## config.mk

```make
export PLATFORM = sky130hd
export DESIGN_NAME = ysyx_2022040010_axi_bridge
export DESIGN_NICKNAME = d
export VERILOG_FILES = /design/src/rtl/ysyx_2022040010_axi_bridge.sv
export SDC_FILE = /design/constraint.sdc
export NUM_CORES = 1
export LEC_CHECK = 0
export BUFFER_PORTS_ARGS = -buffer_cell sky130_fd_sc_hd__clkbuf_2
export CAP_MARGIN = 20
export CORE_AREA = 2 2 319 321
export CTS_BUF_LIST = sky130_fd_sc_hd__clkbuf_4
export DETAILED_ROUTE_END_ITERATION = 16
export DIE_AREA = 0 0 321 323
export GPL_TIMING_DRIVEN = 0
export PLACE_DENSITY = 0.46
export SLEW_MARGIN = 20
export SYNTH_ARGS = -nofsm -noshare
export SYNTH_HDL_FRONTEND = slang
export SYNTH_SLANG_ARGS = --single-unit
```

## constraint.sdc

```tcl
create_clock -name clk -period 1.85 [get_ports clk]
set_input_delay 0.0925 -clock clk [delete_from_list [all_inputs] [get_ports clk]]
set_output_delay 0.0925 -clock clk [all_outputs]
set_load 0.05 [all_outputs]
```

## src/rtl/ysyx_2022040010_axi_bridge.sv

```systemverilog
// Arbitrates icache/dcache/uncache requests into single-beat 64-bit AXI4 read/write transactions, one outstanding.
// Latency (request sampled to refresh): read 3, write 3, dcache write-back + refill 5 cycles minimum.
// Backpressure: the core holds its request until refresh; each AXI valid holds until its own handshake.
// Ports: per-requester re/we/addr/data/mask in, data_o + one-cycle refresh_o out;
//        AXI AW/W/B/AR/R master channels (len 0, 64-bit, INCR tied off downstream); sticky bus_err_o.
module ysyx_2022040010_axi_bridge #(
  parameter int         ADDR_W = 64,
  parameter logic [3:0] AXI_ID = 4'd0
) (
  input  logic              clk,
  input  logic              rst,
  input  logic              icache_re_i,
  input  logic [ADDR_W-1:0] icache_addr_i,
  output logic [63:0]       icache_data_o,
  output logic              icache_refresh_o,
  input  logic              dcache_re_i,
  input  logic              dcache_we_i,
  input  logic [7:0]        dcache_mask_i,
  input  logic [ADDR_W-1:0] dcache_addr_i,
  input  logic [63:0]       dcache_olddata_i,
  output logic [63:0]       dcache_newdata_o,
  output logic              dcache_refresh_o,
  input  logic              uncache_re_i,
  input  logic              uncache_we_i,
  input  logic [7:0]        uncache_mask_i,
  input  logic [ADDR_W-1:0] uncache_addr_i,
  input  logic [63:0]       uncache_wdata_i,
  output logic [63:0]       uncache_rdata_o,
  output logic              uncache_refresh_o,
  output logic              axi_awvalid,
  input  logic              axi_awready,
  output logic [ADDR_W-1:0] axi_awaddr,
  output logic [3:0]        axi_awid,
  output logic              axi_wvalid,
  input  logic              axi_wready,
  output logic [63:0]       axi_wdata,
  output logic [7:0]        axi_wstrb,
  output logic              axi_wlast,
  input  logic              axi_bvalid,
  output logic              axi_bready,
  input  logic [1:0]        axi_bresp,
  output logic              axi_arvalid,
  input  logic              axi_arready,
  output logic [ADDR_W-1:0] axi_araddr,
  output logic [3:0]        axi_arid,
  input  logic              axi_rvalid,
  output logic              axi_rready,
  input  logic [63:0]       axi_rdata,
  input  logic [1:0]        axi_rresp,
  input  logic              axi_rlast,
  output logic              bus_err_o
);

  typedef enum logic [2:0] {IDLE, WADDR, WRESP, RADDR, RDATA, DONE} state_t;
  typedef enum logic [1:0] {REQ_IC, REQ_DC, REQ_UC} req_t;

  state_t state;
  req_t   gnt_id;
  logic   gnt_re;   // dcache miss with dirty victim: refill follows the write-back

  // Single-beat transfers: every data beat is the last one.
  assign axi_awid  = AXI_ID;
  assign axi_arid  = AXI_ID;
  assign axi_wlast = axi_wvalid;

  // rlast carries no information for len-0 bursts.
  logic unused_rlast;
  assign unused_rlast = axi_rlast;

  // Fixed priority: dcache > uncache > icache.
  logic              sel_vld;
  req_t              sel_id;
  logic              sel_re;
  logic              sel_we;
  logic [ADDR_W-1:0] sel_addr;
  logic [63:0]       sel_wdata;
  logic [7:0]        sel_mask;

  always_comb begin
    sel_vld   = 1'b1;
    sel_id    = REQ_IC;
    sel_re    = icache_re_i;
    sel_we    = 1'b0;
    sel_addr  = icache_addr_i;
    sel_wdata = '0;
    sel_mask  = '0;
    if (dcache_re_i || dcache_we_i) begin
      sel_id    = REQ_DC;
      sel_re    = dcache_re_i;
      sel_we    = dcache_we_i;
      sel_addr  = dcache_addr_i;
      sel_wdata = dcache_olddata_i;
      sel_mask  = dcache_mask_i;
    end else if (uncache_re_i || uncache_we_i) begin
      sel_id    = REQ_UC;
      sel_re    = uncache_re_i;
      sel_we    = uncache_we_i;
      sel_addr  = uncache_addr_i;
      sel_wdata = uncache_wdata_i;
      sel_mask  = uncache_mask_i;
    end else if (!icache_re_i) begin
      sel_vld = 1'b0;
    end
  end

  // AW and W retire independently; a channel whose valid already dropped counts as done.
  logic aw_done;
  logic w_done;
  assign aw_done = !axi_awvalid || axi_awready;
  assign w_done  = !axi_wvalid  || axi_wready;

  always_ff @(posedge clk or negedge rst) begin
    if (!rst) begin
      state             <= IDLE;
      gnt_id            <= REQ_IC;
      gnt_re            <= 1'b0;
      axi_awvalid       <= 1'b0;
      axi_awaddr        <= '0;
      axi_wvalid        <= 1'b0;
      axi_wdata         <= '0;
      axi_wstrb         <= '0;
      axi_bready        <= 1'b0;
      axi_arvalid       <= 1'b0;
      axi_araddr        <= '0;
      axi_rready        <= 1'b0;
      icache_data_o     <= '0;
      dcache_newdata_o  <= '0;
      uncache_rdata_o   <= '0;
      icache_refresh_o  <= 1'b0;
      dcache_refresh_o  <= 1'b0;
      uncache_refresh_o <= 1'b0;
      bus_err_o         <= 1'b0;
    end else begin
      icache_refresh_o  <= 1'b0;
      dcache_refresh_o  <= 1'b0;
      uncache_refresh_o <= 1'b0;
      case (state)
        IDLE: begin
          if (sel_vld) begin
            // The AXI address/data/strobe registers double as the grant register.
            gnt_id <= sel_id;
            gnt_re <= sel_re;
            if (sel_we) begin
              axi_awaddr  <= sel_addr;
              axi_wdata   <= sel_wdata;
              axi_wstrb   <= sel_mask;
              axi_awvalid <= 1'b1;
              axi_wvalid  <= 1'b1;
              state       <= WADDR;
            end else begin
              axi_araddr  <= sel_addr;
              axi_arvalid <= 1'b1;
              state       <= RADDR;
            end
          end
        end
        WADDR: begin
          if (axi_awready) axi_awvalid <= 1'b0;
          if (axi_wready)  axi_wvalid  <= 1'b0;
          if (aw_done && w_done) begin
            axi_bready <= 1'b1;
            state      <= WRESP;
          end
        end
        WRESP: begin
          if (axi_bvalid) begin
            axi_bready <= 1'b0;
            if (axi_bresp != 2'b00) bus_err_o <= 1'b1;
            if (gnt_id == REQ_DC && gnt_re) begin
              // The core swaps dcache_addr_i from victim to refill address during the write-back.
              axi_araddr  <= dcache_addr_i;
              axi_arvalid <= 1'b1;
              state       <= RADDR;
            end else begin
              icache_refresh_o  <= (gnt_id == REQ_IC);
              dcache_refresh_o  <= (gnt_id == REQ_DC);
              uncache_refresh_o <= (gnt_id == REQ_UC);
              state             <= DONE;
            end
          end
        end
        RADDR: begin
          if (axi_arready) begin
            axi_arvalid <= 1'b0;
            axi_rready  <= 1'b1;
            state       <= RDATA;
          end
        end
        RDATA: begin
          if (axi_rvalid) begin
            axi_rready <= 1'b0;
            if (axi_rresp != 2'b00) bus_err_o <= 1'b1;
            case (gnt_id)
              REQ_IC:  icache_data_o    <= axi_rdata;
              REQ_DC:  dcache_newdata_o <= axi_rdata;
              default: uncache_rdata_o  <= axi_rdata;
            endcase
            icache_refresh_o  <= (gnt_id == REQ_IC);
            dcache_refresh_o  <= (gnt_id == REQ_DC);
            uncache_refresh_o <= (gnt_id == REQ_UC);
            state             <= DONE;
          end
        end
        // Requests are not sampled here, so a request still high during its refresh is not re-issued.
        DONE:    state <= IDLE;
        default: state <= IDLE;
      endcase
    end
  end

endmodule

```

==> results of run 1 <==
-- power by group through the flow --
stage                     registers (mW)  clock network (mW)  logic, mW
after CTS                           15.5                9.23       33.2
after global placement              15.5                   0       29.3
after floorplan                     29.9                   0       6.32
final                               15.7                8.78       34.9
after detailed placement            15.6                   0       29.4
after global routing                16.2                9.74       36.5
-- critical path, delay by kind of cell (launching register included) --
| family | cells | cell delay, ns |
|---|---|---|
| buffers and inverters | 3 | 0.48 |
| flip-flops | 1 | 0.37 |
| multiplexers | 1 | 0.29 |
| AND/OR/NAND/NOR | 2 | 0.61 |
-- kinds of logic after synthesis --
family	synth area share
simple gates	0.0426
buf+inv	0.0344
other cells	0.000206
mux	0.285
flops	0.559
compound gates	0.0783
-- cells in the final DEF, fill, tap and decap left out, types with 8 or more instances in the layout --
| cell | Yosys | routed |
|---|---|---|
| buf_16 | 0 | 8 |
| mux2i_1 | 64 | 64 |
| clkbuf_2 | 0 | 644 |
| clkinv_1 | 0 | 32 |
| buf_4 | 19 | 29 |
| buf_12 | 0 | 34 |
| a22oi_1 | 72 | 72 |
| clkbuf_4 | 0 | 332 |
| clkbuf_16 | 0 | 21 |
| conb_1 | 1 | 8 |
| nor2_1 | 14 | 12 |
| mux2_2 | 318 | 241 |
| nand2_1 | 143 | 107 |
| clkbuf_8 | 0 | 25 |
| o21ai_1 | 1 | 26 |
| nand2_4 | 0 | 17 |
| o21ai_0 | 146 | 99 |
| dfrtp_1 | 407 | 402 |
| buf_6 | 12 | 26 |
| dlygate4sd3_1 | 0 | 740 |
| mux2_4 | 60 | 138 |
| o21ai_2 | 0 | 21 |
| buf_2 | 45 | 26 |
| diode_2 | 0 | 11 |
| nand2_2 | 0 | 19 |
-- worst paths after layout --
path	cells past startpoint	slack [ns]	start	endpoint
max	6	-0.08	state[1]	icache_data_o[59]
min	4	0.14	uncache_wdata_i[59]	axi_wdata[59]
max reg2reg	6	-0.08	state[1]	icache_data_o[59]
min reg2reg	2	0.48	axi_awaddr[50]	axi_awaddr[50]
max in group asynchronous	7	0.12	rst	axi_araddr[16]
min in group asynchronous	4	0.30	rst	dcache_newdata_o[24]
-- registers in the layout (all words and copies together) (netlist names) --
| register | count |
|---|---|
| axi_araddr | 64 |
| axi_arvalid | 1 |
| axi_awaddr | 64 |
| axi_awvalid | 1 |
| axi_bready | 1 |
| axi_rready | 1 |
| axi_wdata | 64 |
| axi_wlast | 1 |
| axi_wstrb | 8 |
| bus_err_o | 1 |
| dcache_newdata_o | 64 |
| dcache_refresh_o | 1 |
| gnt_id | 2 |
| gnt_re | 1 |
| icache_data_o | 64 |
| icache_refresh_o | 1 |
| state | 3 |
| uncache_rdata_o | 64 |
| uncache_refresh_o | 1 |
-- through the flow --
step                worst slack [ns]  setup TNS [ns]  cells   util
finish                       -0.0846           -2.93   4541  0.355
detailed placement             -1.31         -197.72   3527  0.240
CTS                           -0.120           -4.69   4504  0.343
global placement               -9.60        -4128.76   3521  0.238
global route                  -0.160          -13.25   4539  0.355
floorplan                     0.0368               0   1395      -
-- layer usage --
layer  up-vias  track usage
li1       8561            -
met1      9060        0.193
met2       788        0.280
met3       195       0.0592
met4         8       0.0718
met5         -            0
-- cell type report --
type                    instances  area (um^2)
inverters                       1         3.75
clock buffers                 174         1310
diodes                         11         27.5
multi-input cells             879         8060
clock inverters                41          211
repair buffers               1612        13100
flip-flops and latches        407        10200
plain buffers                 107         1190
well taps                    1309         1640
fillers                     10100        65000
-- timing repair --
item	4_1_cts	5_1_grt
hold endpoints to repair	751	1
cloned	3	17
resized for setup	357	286
setup buffers	19	10
pin swaps	4	26
endpoints found under the setup margin	571	370
hold buffers	741	1
==> flow_summary.yaml, run 1 <==
run_status:
  status: "finished with violations"
  violations: "setup timing"
routing:
  wl_met3_mm: 7.79
  drt_iter0_drc: 628
  wl_met2_mm: 44.0
  ant_nets: 0
  vias: 18600
  drt-vias-per-instance: 4.10
  met1Wirelength_mm: 36.8
  firstDrtPassIters: 5
  drcViolationCount: 0
  routed_wl_mm: 92.1
  post_drt_wl_per_cell_um: 20.3
  top_layer_used: "met5"
yosys:
  synthCells: 1388
  synthArstFlopShare: 1.00
  synthFlopType: "dfrtp_1"
  synth.top_cells.by_count: "dfrtp_1, mux2_2, o21ai_0"
  yosysWarnings: 0
  synth_edf_count: 0
  ys_seq_elements: 407
  synth_area_leaders: "dfrtp_1, mux2_2, mux2_4, o21ai_0, mux2i_1"
  synth.distinct_cells: 43
  synth_area_per_cell_um2: 13.1
  yosysMostFrequentCell: "dfrtp_1"
  synth_top_area_frac: 0.559
  synth_top_area_cell: "dfrtp_1"
  yosysSeqAreaShare: 0.559
  syn_area_um2: 18200
setup_path:
  crit_type: "flop to flop"
  worstPathRequired_ns: 2.63
  crit_chain: "buf_6 > nand3b_4 > or4_4 > buf_12 > buf_12 > mux2_4"
  critPathLaunchType: "flop"
  cp_slowest_stage_delay_ns: 0.44
  endpoint_kind: "flop"
  arrival_ns: 2.71
  slowest_stage: "or4_4"
  cpMostUsedCell: "buf_12"
  crit_fanout: 10
global_routing:
  grt_overflow: 0
  grt_pass1_wl_mm: 128
  track_usage: 0.167
  antenna_found_initial: 19
  grt_pass1_vias: 20000
  grt_max_degree: 83
timing:
  worstMarginPinSlew_ns: 1.07
  clock_skew_ns: 0.0797
  setup_viol: 82
  layout_setup_ws_ns: -0.0846
  whs_ns: 0.140
  fmax_mhz: 517
  finalCritPeriodShare: 1.05
  grt_setup_unrepaired: "true"
  relSlewSlack: 0.289
  period_minus_slack_ns: 1.93
  maxSlewViolCount: 0
  hold_viol: 0
pwr:
  pwr-share-clk: 0.148
  p_per_area_nw_per_um2: 1660
  seq_power_share: 0.265
  p_comb_frac: 0.588
  p_sw_frac: 0.506
  p_leak_nw: 17.2
  worst_ir_drop_vdd_mv: 1.08
  p_sw_mw: 30.0
  power_mw: 59.4
  p_int_mw: 29.4
cts:
  cts_tree: "built"
  cts_htree_levels: 3
  clock-sinks: 407
  clock_tree.root_cell: "clkbuf_4"
  numCtsBuffers: 120
  clk_latency_ns: 0.94
  cts_max_path_buffers: 3
  clk_pin_slew_ns: 0.06
die:
  fp.dieH_um: 323
  ioPinCount: 827
  fp.dieArea_um2: 104000
  initial_utilization: 0.181
  coreArea_um2: 101000
  die_x_um: 321
  fp-row-count: 117
placement:
  gp_congestion: 0.933
  place_hpwl_mm: 62.9
  port_buffers: 817
  placed_area_um2: 24100
cells_and_area:
  drive_gt1_frac: 0.501
  nNetsFinal: 3545
  syn_to_final_growth_pct: 96.2
  stdcell_area_um2: 35700
hold_path:
  hold_path_class: "input pin to flop"
flow_run:
  cap_violations: 0
Power figures use the tool's default switching activity.
==> inputs of run 2 (changes only) <==
- PLACE_DENSITY: 0.46 -> 0.45
- RECOVER_POWER: not set -> 100
- clock period: 1.85 -> 2.1 ns (I/O delays scaled with it)
==> run 2 against run 1 <==
The run now ends clean; combinational power shrank 22%; flip-flop and latch count is the same; non-clock buffer count shrank 54; global-route usage shrank 0.35 points; setup slack gained 0.13 ns; design area shrank 7.2%; count of clock-buffer cells in the layout grew 4; register-to-register slack gained 0.17 ns; final cell count shrank 1.1%; utilization shrank 2.6 points; largest power group unchanged; highest routed layer unchanged.
==> flow_summary.yaml, run 2 (synthesis gave the netlist of run 1 again) <==
run_status:
  status: "finished, final reports clean"
pwr:
  power_mw: 48.5
  p_per_area_nw_per_um2: 1460
  p_leak_nw: 16.2
  worst_ir_drop_vdd_mv: 0.815
routing:
  drcViolationCount: 0
  vias: 18500
  drt_iter0_drc: 718
  post_drt_wl_per_cell_um: 19.4
  routed_wl_mm: 87.3
  drt-vias-per-instance: 4.12
  ant_nets: 0
  firstDrtPassIters: 6
placement:
  pre_cts_ws_ns: -0.613
  port_buffers: 817
  placed_area_um2: 24200
  place_hpwl_mm: 62.1
  gp_congestion: 0.899
cells_and_area:
  syn_to_final_growth_pct: 82.1
  layout_commonest_cell: "clkbuf_2"
  fill_cells: 10400
  fin_util: 0.329
  stdcell_area_um2: 33200
  nNetsFinal: 3491
  multi_input_area_um2: 7460
  final_cell_mix: "clkbuf_2, dlygate4sd3_1, dfrtp_1"
  drive_gt1_frac: 0.473
  regArea_um2: 10200
timing:
  hold_viol: 0
  setup_viol: 0
  layout_setup_ws_ns: 0.0493
  worstMarginPinSlew_ns: 1.12
  maxSlewViolCount: 0
  relSlewSlack: 0.251
  finalCritPeriodShare: 0.977
  whs_ns: 0.146
  clock_skew_ns: 0.0506
  period_minus_slack_ns: 2.05
  fmax_mhz: 488
  grt_setup_unrepaired: "true"
cts:
  clk_latency_ns: 0.96
  cts_tree: "built"
  clk_pin_slew_ns: 0.07
  cts_max_path_buffers: 3
  cts_htree_levels: 3
  numCtsBuffers: 120
  clock-sinks: 407
  clock_tree.root_cell: "clkbuf_4"
die:
  coreArea_um2: 101000
  die_x_um: 321
  initial_utilization: 0.181
  ioPinCount: 827
  fp-row-count: 117
  fp.dieH_um: 323
  fp.dieArea_um2: 104000
setup_path:
  arrival_ns: 2.82
  crit_fanout: 10
  crit_chain: "clkbuf_2 > nor2_1 > clkbuf_4 > buf_6 > mux2_2 > dlygate4sd3_1 > mux2i_1 > dlygate4sd3_1 > o21ai_0"
  timing.rr.start: "state[1]"
  cpMostUsedCell: "dlygate4sd3_1"
  endpoint_kind: "flop"
  cp_slowest_stage_delay_ns: 0.62
  worstPathRequired_ns: 2.87
  slowest_stage: "dlygate4sd3_1"
  critPathLaunchType: "input pin"
  crit_type: "input pin to flop"
  cp-startpoint: "uncache_we_i"
hold_path:
  hold_start: "axi_arready"
  hold_path_class: "input pin to flop"
flow_run:
  cap_violations: 0
global_routing:
  top_usage_layer: "met2"
  track_usage: 0.164
  grtUsageMet3: 0.0546
  antenna_found_initial: 14
  use_met1: 0.188
  grt_max_degree: 81
  use_met2: 0.279
  grt_pass1_wl_mm: 127
  grt_pass1_vias: 19800
  grt_overflow: 0
==> run 2: per-stage QoR <==
stage	setup TNS (ns)	std cells
global placement	-3942.76	3521
finish	0	4493
CTS	-0.00882	4483
detailed placement	-86.90	3529
global route	-0.00398	4490
floorplan	0	1395
==> run 2: report_power, final <==
group	total [mW]	leakage [nW]	internal [mW]	switching, mW
Clock	7.76	0.905	3.89	3.87
Sequential	13.6	5.13	11.6	2.02
Combinational	27.1	10.1	7.51	19.6
Total	48.5	16.2	23.0	25.5
==> run 2: what timing repair did <==
item                                    4_1_cts  5_1_grt
endpoints found under the hold margin       734        0
endpoints found under the setup margin      320      235
setup buffers                                 4        0
pin swaps                                     1        0
hold buffers                                729        0
gates resized for setup                      27       32
==> run 2: area by class of cell <==
class                           instances  share of cell area
Timing Repair Buffer                 1558               0.349
Sequential cell                       407               0.307
Multi-Input combinational cell        879               0.225
Tap cell                             1309              0.0494
Clock buffer                          178              0.0403
Buffer                                107              0.0221
Clock inverter                         44             0.00607
Antenna cell                           10            0.000754
Inverter                                1            0.000113
==> run 2: final timing paths <==
| path | end | depth (start not counted) | slack (ns) |
|---|---|---|---|
| worst max-delay path | axi_awaddr[7] | 9 | 0.05 |
| worst min-delay path | axi_rready | 4 | 0.15 |
| worst max register to register | axi_araddr[31] | 7 | 0.09 |
| worst min register to register | axi_wdata[23] | 2 | 0.48 |
| max in group asynchronous | axi_wdata[62] | 6 | 0.20 |
| min in group asynchronous | icache_data_o[25] | 5 | 0.42 |
==> run 2: per-layer routing <==
layer | part of all wire | wire [um] | vias to the layer above
li1 | - | - | 8427
met1 | 0.40 | 34600 | 9091
met2 | 0.49 | 42600 | 770
met3 | 0.084 | 7300 | 194
met4 | 0.032 | 2780 | 12
met5 | 0.00088 | 77 | -
==> run 2: worst max-delay path, delay by kind of cell <==
kind                   cells  cell delay, ns
AND/OR/NAND/NOR            1            0.13
multiplexers               2            0.53
AO/OA/AOI/OAI              1            0.07
buffers and inverters      5            1.94
